$ cat src/rtl/pc_select.sv
// Fetch PC selection: redirect muxing, next-PC prediction, fetch status and RUN/HALT/FAULT control.
// Define BTFNT_PREDICT_EN for backward-taken/forward-not-taken prediction of conditional jumps.
module pc_select #(
  parameter logic [63:0] RESET_PC = 64'd0
) (
  input  logic        clk,
  input  logic        rst,
  input  logic        F_stall,
  input  logic [3:0]  f_icode,
  input  logic [3:0]  f_ifun,
  input  logic [63:0] f_valC,
  input  logic [63:0] f_valP,
  input  logic        f_hlt,
  input  logic        f_instr_valid,
  input  logic        f_imem_error,
  input  logic [3:0]  M_icode,
  input  logic        M_Cnd,
  input  logic        M_pred_taken,
  input  logic [63:0] M_valA,
  input  logic [3:0]  W_icode,
  input  logic [63:0] W_valM,
  output logic [63:0] f_pc,
  output logic [63:0] F_predPC,
  output logic        f_pred_taken,
  output logic [2:0]  f_stat,
  output logic [1:0]  f_state
);

  typedef enum logic [1:0] {
    ST_RUN   = 2'd0,
    ST_HALT  = 2'd1,
    ST_FAULT = 2'd2
  } state_e;

  localparam logic [2:0] STAT_AOK = 3'd1;
  localparam logic [2:0] STAT_HLT = 3'd2;
  localparam logic [2:0] STAT_ADR = 3'd3;
  localparam logic [2:0] STAT_INS = 3'd4;

  state_e      state_q, state_d;
  logic [63:0] pred_pc_q, pred_pc_d;
  logic [2:0]  stat_q, stat_d;
  logic        mispredict_s, ret_done_s, redirect_s;
  logic [2:0]  fetch_stat_s;
  logic [63:0] next_pc_s;

  assign mispredict_s = (M_icode == 4'h7) && (M_Cnd != M_pred_taken);
  assign ret_done_s   = (W_icode == 4'h9);
  assign redirect_s   = mispredict_s || ret_done_s;

  // PC mux and branch prediction for the instruction at f_pc
  always_comb begin
    f_pc         = F_predPC;
    f_pred_taken = 1'b0;
    if (mispredict_s) begin
      f_pc = M_valA;
    end else if (ret_done_s) begin
      f_pc = W_valM;
    end else begin
      f_pc = pred_pc_q;
    end
    if (f_icode == 4'h7) begin
      if (f_ifun == 4'h0) begin
        f_pred_taken = 1'b1;
      end else begin
`ifdef BTFNT_PREDICT_EN
        f_pred_taken = (f_valC < f_valP);
`else
        f_pred_taken = 1'b1;
`endif
      end
    end else begin
      f_pred_taken = 1'b0;
    end
  end

  // Fetch status and predicted next PC
  always_comb begin
    fetch_stat_s = STAT_AOK;
    next_pc_s    = f_valP;
    if (f_imem_error) begin
      fetch_stat_s = STAT_ADR;
    end else if (!f_instr_valid) begin
      fetch_stat_s = STAT_INS;
    end else if (f_hlt || (f_icode == 4'h0)) begin
      fetch_stat_s = STAT_HLT;
    end else begin
      fetch_stat_s = STAT_AOK;
    end
    if ((f_icode == 4'h8) || ((f_icode == 4'h7) && f_pred_taken)) begin
      next_pc_s = f_valC;
    end else begin
      next_pc_s = f_valP;
    end
  end

  // Next-state: a redirect squashes stall and any speculative halt/fault
  always_comb begin
    state_d   = state_q;
    pred_pc_d = pred_pc_q;
    stat_d    = stat_q;
    if (redirect_s || ((state_q == ST_RUN) && !F_stall)) begin
      pred_pc_d = next_pc_s;
      stat_d    = fetch_stat_s;
      case (fetch_stat_s)
        STAT_ADR, STAT_INS: state_d = ST_FAULT;
        STAT_HLT:           state_d = ST_HALT;
        default:            state_d = ST_RUN;
      endcase
    end else begin
      state_d   = state_q;
      pred_pc_d = pred_pc_q;
      stat_d    = stat_q;
    end
  end

  // State registers with synchronous reset
  always_ff @(posedge clk) begin
    if (rst) begin
      state_q   <= ST_RUN;
      pred_pc_q <= RESET_PC;
      stat_q    <= STAT_AOK;
    end else begin
      state_q   <= state_d;
      pred_pc_q <= pred_pc_d;
      stat_q    <= stat_d;
    end
  end

  assign F_predPC = pred_pc_q;
  assign f_state  = state_q;
  assign f_stat   = ((state_q == ST_RUN) || redirect_s) ? fetch_stat_s : stat_q;

endmodule

$ cat config.mk
export PLATFORM = sky130hd
export DESIGN_NAME = pc_select
export DESIGN_NICKNAME = d
export VERILOG_FILES = /design/src/rtl/pc_select.sv
export SDC_FILE = /design/constraint.sdc
export NUM_CORES = 1
export LEC_CHECK = 0
export ABC_AREA = 1
export CAP_MARGIN = 20
export CORE_AREA = 8 8 155 157
export CTS_BUF_LIST = sky130_fd_sc_hd__clkbuf_2 sky130_fd_sc_hd__clkbuf_4 sky130_fd_sc_hd__clkbuf_8
export DETAILED_ROUTE_END_ITERATION = 6
export DIE_AREA = 0 0 163 165
export DONT_BUFFER_PORTS = 1
export GPL_ROUTABILITY_DRIVEN = 0
export PLACE_DENSITY_LB_ADDON = 0.25
export SLEW_MARGIN = 25
export SYNTH_ARGS = -nofsm -noshare
export SYNTH_HDL_FRONTEND = slang
export SYNTH_SLANG_ARGS = --single-unit
$ cat constraint.sdc
create_clock -name clk -period 1.25 [get_ports clk]
set_input_delay 0.1875 -clock clk [delete_from_list [all_inputs] [get_ports clk]]
set_output_delay 0.1875 -clock clk [all_outputs]
set_load 0.02 [all_outputs]
==> metrics.md <==
| Metric | Value |
|---|---|
| Failing checks | setup timing |
| Max cap viols | 0 |
| F_max | 656.6 MHz |
| CP max stage delay | ~340 ps |
| Yosys top cell area share | 25.59% |
| CTS Buffer Depth | 2 |
| Final worst path period need | 1523 ps |
| Power Dens Cells | between 900 and 1000 mW/mm^2 |
| Slowest library cell on the worst path | dfxtp_2 |
| Die ar. | 0.02690 sq mm |
| Synth-to-Final Area Change | 107.0% |
| Post-Syn Area per Cell | 5.487 sq um |
| Synth Cell Area | ~0.0054 sq mm |
| Data arrival, critical path | 1340 ps |
| WL final | 35130 um |
| CTS sink cnt | 69 |
| CTS tree | built |
| Final hold violation count | 0 |
| Crit-path max FO | 6 |
| Fin nets | 1443 |
| Vias per std cell | 5.295 |
| Initial Util | 25.13% |
| Total core area | 0.02149 sq mm |
| HP Class | in -> reg |
| Final Cycle Share | 121.8% |
| Critical path launch point type | flip-flop |
| Syn_nets | 1264 |
| HPWL Detailed | approximately 20000 um |
| Cell Chain, Critical Path | inv_2 > nand2_2 > nand3_4 > o21ai_1 > buf_4 |
| Placed inst area | 0.007312 sq mm |
| First-pass GRT wire length | 48130 um |
| Htree depth | 3 |
| Slew Limit Fails | 0 |
| Ant diodes | 0 |
| CTS clk-pin slew, worst paths | 90 ps |
| Syn Inst Count | 984 |
| Worst Skew | approximately 17 ps |
| Port buffer count | 0 |
| Die X-Extent | between 150 and 200 um |
| Synth area leaders | dfxtp_1, nand2_1, nor2_1 |
| Worst Hold Depth | 3 |
| Worst-skew pair later-pin latency | 360 ps |
| All-Layer GR Usage | 23.58% |
| Peak VDD IR | 0.4462 mV |
| Ports | just over 400 |
| Overall Power | 10.47 mW |
| Die Y | about 170 um |
| Lkg Pwr | a little under 5 nW |
| Global route overflow | 0 |
| Ys Warns | 0 |
| Max-slew headroom | 76.59% |
| Number of global-route vias before repair | 7731 |
| Largest net degree at the start of global routing | 69 |
| Synth unique cells | 19 |
| Drt first pass iters | 5 |
| Hold Slack | 46.57 ps |
| Sum Neg Setup Slack | -25360 ps |
| Synthesis-stage register bit count | 69 |
| Final worst setup slack | -273.1 ps |
| Status | complete, but fails checks |
| Seq/Total Area, Yosys | between 20% and 30% |
| Cell taking the most area after synthesis | dfxtp_1 |
| Cells on worst reg2reg path | 9 |
| Initial detailed-routing violation count | 471 |
| RSZ-0062 raised after global routing | true |
| Drt drc | 0 |
| WP data required | 1060 ps |
| CP Capture Type | output pin |
| ANT nets after route | 0 |
| Vias | 7667 |
| Row cnt | 54 |
| Initial antenna violation count | 0 |
| Share of cells above drive strength 1 | 49.83% |
| Setup violators final | 135 |
| Design area | 0.01117 sq mm |
| WL/cell | approximately 24 um |
| Worst slew pin tran | 351.1 ps |
| Critical Setup Path Class | reg -> out |
| TritonCTS Buffers | 9 |
| CTS Root Cell | clkbuf_8 |
[kinds of logic after synthesis]
family,count (synthesis),share of synthesized area [%]
buffers and inverters,160,13.37
and+or+nand+nor,686,53.16
AOI/OAI and AO/OA,69,7.879
DFF,69,25.59
[flip-flops by register name, summed over array words and instances (netlist names)]
name,flops
F_predPC,64
f_state,2
stat_q,3
[final timing paths]
kind                         endpoint  slack, ps                     from
min           f_state[1]$_SDFFE_PP0P_         50            f_instr_valid
max reg2reg  F_predPC[2]$_SDFFE_PP0P_       -250  f_state[0]$_SDFFE_PP0P_
min reg2reg    stat_q[1]$_SDFFE_PP0P_        490   stat_q[1]$_SDFFE_PP0P_
max                         f_stat[0]       -270  f_state[0]$_SDFFE_PP0P_
[cell type report]
cell class	instances	area (sq um)
sequential	69	1418
clock buffer	13	172.7
clock inverter	3	42.54
fill	1990	10310
tap	280	350.3
timing repair inverter	2	32.53
timing repair buffer	247	3271
multi-input combinational	755	5525
inverter	79	361.6
[power breakdown]
part	switching (mW)	internal (mW)	total, mW
combinational	3.01	2.58	5.59
clock	0.979	1.11	2.09
sequential	0.281	2.50	2.79
total	4.27	6.19	10.5
[routing by layer]
metal / wire length [um] / vias up / track usage (%)
met5: 0 / - / 0
met4: 1158 / 0 / 7.089
met3: 2546 / 66 / 5.633
met2: 18130 / 372 / 43.29
met1: 13300 / 3700 / 26.49
li1: - / 3529 / -
[synth_stat cells]
cell type,instances
inv_2,2
dfxtp_1,69
buf_2,45
nand3_1,69
o21ai_0,1
buf_4,17
clkinv_2,1
a31oi_1,64
buf_1,4
a21oi_1,4
nand2_1,340
nor2_1,203
nand2_2,2
nand4_1,67
nor2_2,2
inv_1,76
nand3_4,2
clkbuf_1,15
nand3b_1,1
[through the flow]
step | utilization [%] | instances | setup slack, ps
final | 52.00 | 1448 | -273.1
after global placement | 34.03 | 1355 | -198.0
after CTS | 47.91 | 1443 | -295.5
after detailed placement | 34.03 | 1355 | -223.1
after global routing | 52.00 | 1448 | -355.0
after floorplan | - | 984 | -99.10
[critical path: cells and delay by family (launching register included)]
family	cells	cell delay, ps
AO/OA/AOI/OAI	1	210
buffers and inverters	2	230
flip-flops	1	340
AND/OR/NAND/NOR	2	190
[cell usage in the layout, fill, tap and decap left out]
cell           synthesis  final
a21oi_2                0      2
nand3b_1               1      1
bufinv_16              0      1
nand2_8                0      2
clkinv_2               1      1
nand2_1              340    230
inv_2                  2      6
nor2_2                 2     30
dfxtp_2                0     26
clkbuf_4               0      1
a21oi_4                0      1
nor2_4                 0     69
buf_16                 0     28
dfxtp_4                0      1
clkbuf_8               0     12
o21ai_1                0      1
clkinv_16              0      2
a31oi_2                0      9
dfxtp_1               69     42
clkinvlp_4             0      1
nand3_1               69     67
buf_4                 17    113
bufbuf_16              0      2
buf_6                  0     56
a31oi_4                0     55
a21oi_1                4      1
nor2_1               203    106
buf_8                  0      6
clkinv_8               0      3
nand2_2                2     26
nand3_4                2      3
nand3_2                0      1
inv_1                 76     70
nand2_4                0     84
dlygate4sd3_1          0      1
clkbuf_16              0      7
buf_12                 0     34
nand4_1               67     67
[timing repair]
item                                   CTS  global route
setup endpoints to repair              123           139
endpoints found under the hold margin    1             0
pin swaps                               60            72
cloned                                  35             8
setup buffers                           37            14
gates resized for setup                396           215
hold buffers                             1             0
Power figures use the tool's default switching activity.
